===== src/rtl/uart_pkg.sv =====
// Shared UART definitions: receiver FSM states, default frame width and
// bit timing constants for a 100 MHz system clock.
package uart_pkg;

    typedef enum logic [1:0] {
        IDLE  = 2'd0,
        START = 2'd1,
        DATA  = 2'd2,
        STOP  = 2'd3
    } uart_state_t;

    localparam int DEFAULT_DATA_BITS = 8;
    localparam int CLK_HZ            = 100_000_000;

    // Clocks per bit, rounded up so 115200 baud gives 869 clocks.
    function automatic int bit_period(input int baud);
        return (CLK_HZ + baud - 1) / baud;
    endfunction

    localparam int BIT_PERIOD_9600    = bit_period(9600);
    localparam int BIT_PERIOD_19200   = bit_period(19200);
    localparam int BIT_PERIOD_38400   = bit_period(38400);
    localparam int BIT_PERIOD_57600   = bit_period(57600);
    localparam int BIT_PERIOD_115200  = bit_period(115200);

    localparam int HALF_PERIOD_9600   = BIT_PERIOD_9600 / 2;
    localparam int HALF_PERIOD_19200  = BIT_PERIOD_19200 / 2;
    localparam int HALF_PERIOD_38400  = BIT_PERIOD_38400 / 2;
    localparam int HALF_PERIOD_57600  = BIT_PERIOD_57600 / 2;
    localparam int HALF_PERIOD_115200 = BIT_PERIOD_115200 / 2;

endpackage


===== src/rtl/uart_rx_sync_edge.sv =====
// Brings the asynchronous rx line into the clk domain and flags a
// high-to-low transition of the synchronized line.
module uart_rx_sync_edge #(
    parameter int SYNC_STAGES = 2
) (
    input  logic clk,
    input  logic rst,
    input  logic rx,
    output logic rx_sync,
    output logic rx_fall
);

    logic [SYNC_STAGES-1:0] sync_reg;
    logic                   prev_reg;

    // Synchronizer chain plus one extra flop holding the previous synced value;
    // all reset to the idle-high line level so reset never fakes an edge.
    always_ff @(posedge clk or negedge rst) begin
        if (!rst) begin
            sync_reg <= '1;
            prev_reg <= 1'b1;
        end else begin
            sync_reg <= {sync_reg[SYNC_STAGES-2:0], rx};
            prev_reg <= sync_reg[SYNC_STAGES-1];
        end
    end

    assign rx_sync = sync_reg[SYNC_STAGES-1];
    assign rx_fall = prev_reg & ~rx_sync;

endmodule


===== src/rtl/uart_rx_with_mcu.sv =====
// 8N1 UART receiver: starts the baud generator on a start edge, samples each
// bit on its mid-bit tick and reports the byte or a framing error.
module uart_rx_with_mcu
    import uart_pkg::*;
#(
    parameter int DATA_BITS   = DEFAULT_DATA_BITS,
    parameter int SYNC_STAGES = 2
) (
    input  logic                 clk,
    input  logic                 rst,
    input  logic                 rx,
    input  logic                 clk_bps,
    output logic                 bps_start,
    output logic [DATA_BITS-1:0] rx_data,
    output logic                 rx_valid,
    output logic                 frame_err,
    output logic                 rx_busy
);

    localparam int CNT_W = $clog2(DATA_BITS + 1);

    logic rx_sync;
    logic rx_fall;

    uart_rx_sync_edge #(
        .SYNC_STAGES(SYNC_STAGES)
    ) u_sync_edge (
        .clk    (clk),
        .rst    (rst),
        .rx     (rx),
        .rx_sync(rx_sync),
        .rx_fall(rx_fall)
    );

    uart_state_t            state_reg, state_next;
    logic [CNT_W-1:0]       bitcnt_reg, bitcnt_next;
    logic [DATA_BITS-1:0]   shift_reg, shift_next;
    logic [DATA_BITS-1:0]   data_reg, data_next;
    logic                   bps_reg, bps_next;
    logic                   valid_reg, valid_next;
    logic                   err_reg, err_next;
    logic                   tick;

    // Ticks only count while this receiver has the baud generator running.
    assign tick = clk_bps & bps_reg;

    // State and registered outputs; reset aborts any frame without a strobe.
    always_ff @(posedge clk or negedge rst) begin
        if (!rst) begin
            state_reg  <= IDLE;
            bitcnt_reg <= '0;
            shift_reg  <= '0;
            data_reg   <= '0;
            bps_reg    <= 1'b0;
            valid_reg  <= 1'b0;
            err_reg    <= 1'b0;
        end else begin
            state_reg  <= state_next;
            bitcnt_reg <= bitcnt_next;
            shift_reg  <= shift_next;
            data_reg   <= data_next;
            bps_reg    <= bps_next;
            valid_reg  <= valid_next;
            err_reg    <= err_next;
        end
    end

    // Next-state and next-output logic for the frame receiver.
    always_comb begin
        state_next  = state_reg;
        bitcnt_next = bitcnt_reg;
        shift_next  = shift_reg;
        data_next   = data_reg;
        bps_next    = bps_reg;
        valid_next  = 1'b0;
        err_next    = 1'b0;
        unique case (state_reg)
            IDLE: begin
                bps_next = 1'b0;
                if (rx_fall) begin
                    state_next = START;
                    bps_next   = 1'b1;
                end
            end
            START: begin
                if (tick) begin
                    if (!rx_sync) begin
                        state_next  = DATA;
                        bitcnt_next = '0;
                    end else begin
                        // Line was high again at mid-start: treat as a glitch.
                        state_next = IDLE;
                        bps_next   = 1'b0;
                    end
                end
            end
            DATA: begin
                if (tick) begin
                    // LSB arrives first, so shift in at the MSB end.
                    shift_next  = {rx_sync, shift_reg[DATA_BITS-1:1]};
                    bitcnt_next = bitcnt_reg + 1'b1;
                    if (bitcnt_reg == CNT_W'(DATA_BITS - 1)) begin
                        state_next = STOP;
                    end
                end
            end
            STOP: begin
                if (tick) begin
                    if (rx_sync) begin
                        data_next  = shift_reg;
                        valid_next = 1'b1;
                    end else begin
                        err_next = 1'b1;
                    end
                    state_next = IDLE;
                    bps_next   = 1'b0;
                end
            end
            default: begin
                state_next = IDLE;
                bps_next   = 1'b0;
            end
        endcase
    end

    assign bps_start = bps_reg;
    assign rx_data   = data_reg;
    assign rx_valid  = valid_reg;
    assign frame_err = err_reg;
    assign rx_busy   = (state_reg != IDLE);

endmodule


===== config.mk =====
export PLATFORM = sky130hd
export DESIGN_NAME = uart_rx_with_mcu
export DESIGN_NICKNAME = d
export VERILOG_FILES = /design/src/rtl/uart_pkg.sv /design/src/rtl/uart_rx_sync_edge.sv /design/src/rtl/uart_rx_with_mcu.sv
export SDC_FILE = /design/constraint.sdc
export NUM_CORES = 1
export LEC_CHECK = 0
export BUFFER_PORTS_ARGS = -buffer_cell sky130_fd_sc_hd__buf_2
export CAP_MARGIN = 40
export CORE_UTILIZATION = 54
export CTS_CLUSTER_DIAMETER = 40
export CTS_CLUSTER_SIZE = 40
export DETAILED_ROUTE_END_ITERATION = 12
export PLACE_DENSITY = 0.78
export SYNTH_ARGS = -nofsm -noshare
export SYNTH_HDL_FRONTEND = slang
export SYNTH_SLANG_ARGS = --single-unit

===== constraint.sdc =====
create_clock -name clk -period 1.6 [get_ports clk]
set_input_delay 0.24 -clock clk [delete_from_list [all_inputs] [get_ports clk]]
set_output_delay 0.24 -clock clk [all_outputs]
set_load 0.05 [all_outputs]

==> Flow_metrics.wiki, run 1 <==
{| class="wikitable"
! Metric !! Value
|-
| CP max FO || 7
|-
| Routability congestion estimate || 0.7836
|-
| Final Hold Vio Count || 0
|-
| Growth of design area from synthesis to finish || 18.25%
|-
| Element type at the critical path start || flip-flop
|-
| Post-synth EDFFs || 0
|-
| Worst hold path type || primary input to flip-flop
|-
| Commonest non-fill, non-tap cells in the layout || sky130_fd_sc_hd__dfrtp_1 (23), sky130_fd_sc_hd__buf_2 (15), sky130_fd_sc_hd__mux2_2 (14)
|-
| Average cell area after synthesis || 13.96 um2
|-
| Slack of the worst reg-to-reg path || 190 ps
|-
| Post-synthesis instance total || 83
|-
| CTS clk-pin slew, worst paths || 140 ps
|-
| Initial drt markers || 5
|-
| Synthesis Warnings || 0
|-
| Endpoints failing setup || 0
|-
| WS Path Type || flip-flop to output port
|-
| Layout Utilization || 69.13%
|-
| Worst IR drop on VDD || 0.0009665 V
|-
| Gate family responsible for the most delay along the worst path || flip-flops
|-
| Final cell area excluding filler cells || 1370 um2
|-
| Largest area contributor in the netlist || sky130_fd_sc_hd__dfrtp_1
|-
| Part of the total power dissipated in sequential elements || 47.5%
|-
| Achievable frequency || 655.5 MHz
|-
| Register area share after synthesis || 60.80%
|-
| CTS sink count || 28
|-
| Total global-route track usage || 19.37%
|-
| Tcrit/Tclk final || 95.35%
|-
| Routed length on met2 || 982 um
|-
| Final sum of negative setup slack || 0 ps
|-
| Internal power of the cells || 1.217 mW
|-
| Fraction of layout cells with a size suffix above 1 || 44.86%
|-
| Number of distinct library cell variants in the gate-level netlist after synthesis || 26
|-
| Total routed wire length on the met1 layer || 853 um
|-
| Cell area after technology mapping || 1159 um2
|-
| Core box area || 1982 um2
|-
| Switching component of the power || 0.5385 mW
|-
| Unrepaired setup endpoints after global routing || false
|-
| CTS tree || done
|-
| I/O Pins || 16
|-
| Power density over cell area || 1281 nW/um2
|-
| Vias in the first global route || 741
|-
| Biggest cell delay along the critical path || 470 ps
|-
| Total leakage power || 0.7258 nW
|-
| Inserted Clock Buffers || 3
|-
| Highest metal layer used by the detailed router || met4
|-
| Cell chain of the critical path || or2_2 > buf_2
|-
| Drt wl/cell || 14.38 um
|-
| Synthesized net count || 88
|-
| Power share of the combinational group || 26.5%
|-
| Count of input and output buffers || 15
|-
| Hpwl dp || 1.335 mm
|-
| Total number of nets in the final design || 113
|-
| Insertion delay of the later-clocked pin in the worst-skew pair || 330 ps
|-
| Area share of the leading cell type in the synthesized netlist || 54.00%
|-
| Number of H-tree branching levels || 1
|-
| Register bit total from synthesis || 28
|-
| Antenna violations before repair || 0
|-
| Overall overflow remaining after global route || 0
|-
| Number of antenna diodes || 0
|-
| Remaining antenna violation count || 0
|-
| DR DRC count || 0
|-
| Width of the die || 48.32 um
|-
| Total cell area at the placement stage || 1265 um2
|-
| Crit path buf inv count || 1
|-
| Die ar. || 2335 um2
|-
| Slew at the pin closest to its max-slew limit || 599.6 ps
|-
| Average via count per standard cell || 5.433
|-
| Clk buf depth || 2
|-
| Status || complete, no violations
|-
| Vias after detailed routing || 728
|-
| Maximum number of pins on one net before global-route repair || 29
|-
| Worst rel slew slack || 60.02%
|-
| Total wire length || 1.927 mm
|-
| Clock Skew || 5.752 ps
|-
| Most used flip-flop cell after synthesis || sky130_fd_sc_hd__dfrtp_1
|-
| First-pass GRT wire length || 3.346 mm
|-
| Crit end category || output port
|-
| DRT Pass-1 Iters || 4
|-
| Die height || 48.32 um
|-
| Fraction of power consumed by the clock network || 26.0%
|-
| Ranking of synthesized cells by area || sky130_fd_sc_hd__dfrtp_1 (54%), sky130_fd_sc_hd__mux2_2 (14%), sky130_fd_sc_hd__dfstp_2 (6.8%)
|-
| Number of pins with negative max-slew slack in the final report || 0
|-
| Sw Ratio || 30.68%
|-
| Fraction of registers with async set or reset after synthesis || 100.0%
|-
| Root buffer cell || sky130_fd_sc_hd__clkbuf_4
|-
| Initial core utilization || 58.46%
|-
| Total of max-cap violations || 0
|-
| Std cell rows || 16
|-
| Amount of wire on met3 after detailed routing || 48 um
|-
| Filler cells || 143
|-
| Arrival time at the worst endpoint || 1290 ps
|-
| Final Critical Period || 1526 ps
|-
| Max stage delay cell, worst path || sky130_fd_sc_hd__dfrtp_2
|-
| Most frequent standard cell in the layout excluding fill and tap cells || sky130_fd_sc_hd__dfrtp_1
|-
| Worst endpoint required time || 1360 ps
|}
metrics by stage:
stage	hold slack [ps]	power [mW]	cells	worst slack, ps
after CTS	266.4	1.725	131	9.886
final	275.4	1.755	134	74.47
after detailed placement	282.2	1.237	124	144.9
after global routing	266.9	1.843	134	18.87
after global placement	279.8	1.220	124	224.6
after floorplan	-55.59	1.144	83	16.54
final timing paths:
path / to / from / depth (start not counted)
worst max-delay path: rx_busy / state_reg[0] / 2
worst min-delay path: rx_valid / clk_bps / 3
worst max register to register: rx_data[5] / u_sync_edge.sync_reg[1] / 3
worst min register to register: u_sync_edge.sync_reg[1] / u_sync_edge.sync_reg[0] / 0
max in group asynchronous: state_reg[0] / rst / 2
min in group asynchronous: shift_reg[0] / rst / 2
tightest hold or removal path: stages:
cell                      delay, ps
sky130_fd_sc_hd__buf_2          150
sky130_fd_sc_hd__nand3_4        130
sky130_fd_sc_hd__nor2_8          60
power groups by stage:
stage                     Combinational, mW  Clock (mW)  Sequential (mW)
final                                 0.466       0.456            0.834
after global routing                  0.499       0.500            0.844
after CTS                             0.402       0.475            0.848
after detailed placement              0.356           0            0.881
after global placement                0.346           0            0.874
after floorplan                       0.267           0            0.877
cell families (layout without fill, tap and decap cells):
family / count (synthesis) / count (layout) / share of synthesized area (%)
fa+ha+maj: 1 / 1 / 1.080
simple gates: 22 / 22 / 13.71
mux: 18 / 18 / 17.39
compound gates: 11 / 11 / 5.832
buf+inv: 3 / 27 / 1.188
flops: 28 / 28 / 60.80
Yosys cell counts (2+ instances only):
cell	n
sky130_fd_sc_hd__dfrtp_1	25
sky130_fd_sc_hd__mux2_2	14
sky130_fd_sc_hd__a21oi_1	6
sky130_fd_sc_hd__nor2_1	6
sky130_fd_sc_hd__dfstp_2	3
sky130_fd_sc_hd__mux2_1	3
sky130_fd_sc_hd__nand2_1	3
sky130_fd_sc_hd__nor3_1	3
sky130_fd_sc_hd__and3_1	2
sky130_fd_sc_hd__buf_2	2
layout make-up:
| cell class | count | area [um2] | share of cell area [%] |
|---|---|---|---|
| Multi-Input combinational cell | 52 | 440.4 | 32.15 |
| Clock buffer | 3 | 22.52 | 1.644 |
| Sequential cell | 28 | 706.9 | 51.60 |
| Tap cell | 27 | 33.78 | 2.466 |
| Clock inverter | 1 | 30.03 | 2.192 |
| Inverter | 1 | 3.754 | 0.2740 |
| Timing Repair Buffer | 22 | 132.6 | 9.680 |
repair_timing:
item                                    CTS  global route
hold endpoints to repair                 26             0
gates resized for setup                   2             0
hold buffers                              2             0
endpoints found under the setup margin    1             1
setup buffers                             1             3
pin swaps                                 0             0
layer usage:
layer / GRT usage [%] / vias up
met2: 31.46 / 14
met5: 0 / -
met1: 24.03 / 355
met3: 3.774 / 4
met4: 11.76 / 0
li1: - / 355
No activity file was read; power rests on OpenSTA's default activity.
==> run 2, diff against run 1 <==
--- a/config.mk
+++ b/config.mk
@@ -14,4 +14,5 @@
 export PLACE_DENSITY = 0.78
 export SYNTH_ARGS = -nofsm -noshare
 export SYNTH_HDL_FRONTEND = slang
+export SYNTH_HIERARCHICAL = 1
 export SYNTH_SLANG_ARGS = --single-unit
==> run 2 against run 1 <==
  * Synthesized area shrank 2.6%
  * Global-route usage shrank 2.2 points
  * Core utilization shrank 2.0 points
  * Sequential share of layout area grew 2.0 points
==> Flow_metrics.wiki, run 2 <==
{| class="wikitable"
! Metric !! Value
|-
| Register bit total from synthesis || 28 (unchanged)
|-
| Clk buf depth || 2 (unchanged)
|-
| Final hold slack || 250.8 ps (was 275.4 ps)
|-
| Reg-to-Reg Start || bps_start (was u_sync_edge.sync_reg[1])
|-
| Average cell area after synthesis || 13.93 um2 (was 13.96 um2)
|-
| Power density over cell area || 1224 nW/um2 (was 1281 nW/um2)
|-
| Crit end category || output port (unchanged)
|-
| Die ar. || 2277 um2 (was 2335 um2)
|-
| Vias in the first global route || 617 (was 741)
|-
| Clock Skew || 9.033 ps (was 5.752 ps)
|-
| Inserted Clock Buffers || 3 (unchanged)
|-
| CTS clk-pin slew, worst paths || 140 ps (about the same)
|-
| Number of pins with negative max-slew slack in the final report || 0 (unchanged)
|-
| Unrepaired setup endpoints after global routing || false (unchanged)
|-
| Count of input and output buffers || 15 (unchanged)
|-
| Most used flip-flop cell after synthesis || sky130_fd_sc_hd__dfrtp_1 (unchanged)
|-
| Vias after detailed routing || 696 (was 728)
|-
| CTS tree || done (unchanged)
|-
| Post-CTS Repair Setup Buffers || 0 (was 1)
|-
| I/O Pins || 16 (unchanged)
|-
| Initial core utilization || 57.53% (was 58.46%)
|-
| Remaining antenna violation count || 0 (unchanged)
|-
| Arrival time at the worst endpoint || 1280 ps (was 1290 ps)
|-
| Initial drt markers || 10 (was 5)
|-
| Worst hold path type || primary input to flip-flop (unchanged)
|-
| Std cell rows || 16 (unchanged)
|-
| Largest area contributor in the netlist || sky130_fd_sc_hd__dfrtp_1 (unchanged)
|-
| Antenna violations before repair || 0 (unchanged)
|-
| Final cell area excluding filler cells || 1316 um2 (was 1370 um2)
|-
| Final sum of negative setup slack || 0 ps (unchanged)
|-
| Worst reg2reg path endpoint || rx_data[3] (was rx_data[5])
|-
| Total number of nets in the final design || 108 (was 113)
|-
| Cell area after technology mapping || 1129 um2 (was 1159 um2)
|-
| Total leakage power || 0.6732 nW (was 0.7258 nW)
|-
| DRT Pass-1 Iters || 4 (unchanged)
|-
| Drt wl/cell || 12.83 um (was 14.38 um)
|-
| Growth of design area from synthesis to finish || 16.63% (was 18.25%)
|-
| Slew at the pin closest to its max-slew limit || 590.6 ps (was 599.6 ps)
|-
| Finished Layout Cells || 129 (was 134)
|-
| Logic depth of the worst register-to-register path || 3 (unchanged)
|-
| Die height || 47.72 um (was 48.32 um)
|-
| Fraction of layout cells with a size suffix above 1 || 44.12% (was 44.86%)
|-
| CTS sink count || 28 (unchanged)
|-
| Most frequent standard cell in the layout excluding fill and tap cells || sky130_fd_sc_hd__dfrtp_1 (unchanged)
|-
| Synthesis Warnings || 6 (was 0)
|-
| Achievable frequency || 659.0 MHz (was 655.5 MHz)
|-
| Commonest non-fill, non-tap cells in the layout || sky130_fd_sc_hd__dfrtp_1 (24), sky130_fd_sc_hd__mux2_2 (16), sky130_fd_sc_hd__buf_2 (15) (was sky130_fd_sc_hd__dfrtp_1 (23), sky130_fd_sc_hd__buf_2 (15), sky130_fd_sc_hd__mux2_2 (14))
|-
| Synthesized net count || 86 (was 88)
|-
| Number of antenna diodes || 0 (unchanged)
|-
| Top cell types by occurrence after synthesis || sky130_fd_sc_hd__dfrtp_1 (25), sky130_fd_sc_hd__mux2_2 (16), sky130_fd_sc_hd__a21oi_1 (5) (was sky130_fd_sc_hd__dfrtp_1 (25), sky130_fd_sc_hd__mux2_2 (14), sky130_fd_sc_hd__a21oi_1 (6), sky130_fd_sc_hd__nor2_1 (6))
|-
| Total wire length || 1.655 mm (was 1.927 mm)
|-
| Final Hold Vio Count || 0 (unchanged)
|-
| CP max FO || 9 (was 7)
|-
| Area share of the leading cell type in the synthesized netlist || 55.43% (was 54.00%)
|-
| First-pass GRT wire length || 2.684 mm (was 3.346 mm)
|-
| Total global-route track usage || 17.18% (was 19.37%)
|-
| Hpwl dp || 1.137 mm (was 1.335 mm)
|-
| Overall Power || 1.611 mW (was 1.755 mW)
|-
| Termination of the worst setup path || rx_busy (unchanged)
|-
| Worst endpoint required time || 1360 ps (about the same)
|-
| DR DRC count || 0 (unchanged)
|-
| Number of H-tree branching levels || 1 (unchanged)
|-
| Post-synthesis instance total || 81 (was 83)
|-
| Fraction of registers with async set or reset after synthesis || 100.0% (unchanged)
|-
| Library cell with the highest instance count after synthesis || sky130_fd_sc_hd__dfrtp_1 (unchanged)
|-
| WS Path Type || flip-flop to output port (unchanged)
|-
| Final Critical Period || 1517 ps (was 1526 ps)
|-
| Ranking of synthesized cells by area || sky130_fd_sc_hd__dfrtp_1 (55%), sky130_fd_sc_hd__mux2_2 (16%), sky130_fd_sc_hd__dfstp_2 (7.0%) (was sky130_fd_sc_hd__dfrtp_1 (54%), sky130_fd_sc_hd__mux2_2 (14%), sky130_fd_sc_hd__dfstp_2 (6.8%))
|-
| Worst IR drop on VDD || 0.0009967 V (was 0.0009665 V)
|-
| Number of placed instances with taps included || 123 (was 124)
|-
| Number of distinct library cell variants in the gate-level netlist after synthesis || 26 (unchanged)
|-
| Total of max-cap violations || 0 (unchanged)
|-
| Tcrit/Tclk final || 94.84% (was 95.35%)
|-
| Post-synth EDFFs || 0 (unchanged)
|-
| Endpoints failing setup || 0 (unchanged)
|-
| Slack of the worst reg-to-reg path || 250 ps (was 190 ps)
|-
| Status || complete, no violations (unchanged)
|-
| Root buffer cell || sky130_fd_sc_hd__clkbuf_4 (unchanged)
|-
| Routability congestion estimate || 0.8916 (was 0.7836)
|-
| Total cell area at the placement stage || 1242 um2 (was 1265 um2)
|-
| Register area share after synthesis || 62.42% (was 60.80%)
|-
| Insertion delay of the later-clocked pin in the worst-skew pair || 320 ps (was 330 ps)
|-
| Element type at the critical path start || flip-flop (unchanged)
|-
| Maximum number of pins on one net before global-route repair || 29 (unchanged)
|-
| Worst rel slew slack || 60.63% (was 60.02%)
|-
| Width of the die || 47.72 um (was 48.32 um)
|-
| Overall overflow remaining after global route || 0 (unchanged)
|-
| Average via count per standard cell || 5.395 (was 5.433)
|-
| Core box area || 1962 um2 (was 1982 um2)
|}
[run 2: layout make-up]
| type | instances | area [um2] |
|---|---|---|
| tap | 27 | 33.78 |
| multi-input combinational | 48 | 402.9 |
| fill | 157 | 645.6 |
| inverter | 3 | 11.26 |
| sequential | 28 | 705.7 |
| clock inverter | 1 | 30.03 |
| clock buffer | 3 | 22.52 |
| timing repair buffer | 19 | 110.1 |
[run 2: report_power, final]
| part | total [mW] | leakage (nW) | switching, mW | internal [mW] |
|---|---|---|---|---|
| clock network | 0.452 | 0.0279 | 0.198 | 0.253 |
| logic | 0.302 | 0.273 | 0.187 | 0.115 |
| registers | 0.857 | 0.372 | 0.0774 | 0.780 |
[run 2: cell families (layout without fill, tap and decap cells)]
group,after synthesis,count (layout),share of synthesized area (%)
adder cells (fa/ha/maj),1,1,1.108
flip-flops,28,28,62.42
multiplexers,17,17,16.85
AND/OR/NAND/NOR,15,15,9.535
AO/OA/AOI/OAI,15,15,8.204
buffers and inverters,5,26,1.885
[run 2: timing repair]
action,4_1_cts,5_1_grt
gates resized for setup,0,1
setup endpoints to repair,0,1
hold buffers,2,0
hold endpoints to repair,26,0
[run 2: metrics by stage]
step / setup WS, ps / util [%]
after floorplan: 53.84 / -
after global placement: 301.1 / 63.33
after detailed placement: 256.9 / 63.33
after CTS: 57.42 / 67.03
after global routing: 9.280 / 67.09
final: 82.50 / 67.09
[run 2: worst min path at each step]
stage | from | endpoint | slack, ps | cells after the start
6_report | clk_bps | frame_err | 250 | 3
2_1_floorplan | rst | async pin | -60 | 0
5_1_grt | clk_bps | frame_err | 250 | 3
4_1_cts | clk_bps | frame_err | 240 | 3
3_5_place_dp | rst | bitcnt_reg[0] | 280 | 1
3_3_place_gp | rst | shift_reg[0] | 280 | 1
[run 2: worst max-delay path, cell delays in order, from the launching register on]
cell	delay, ps
sky130_fd_sc_hd__dfrtp_2	480
sky130_fd_sc_hd__or2_2	280
sky130_fd_sc_hd__buf_2	210
[run 2: per-layer routing]
metal	track usage [%]	routed length [um]	vias up
li1	-	-	339
met1	24.13	789	339
met2	25.14	790	14
met3	3.774	50	4
met4	8.889	25	0
met5	0	0	-
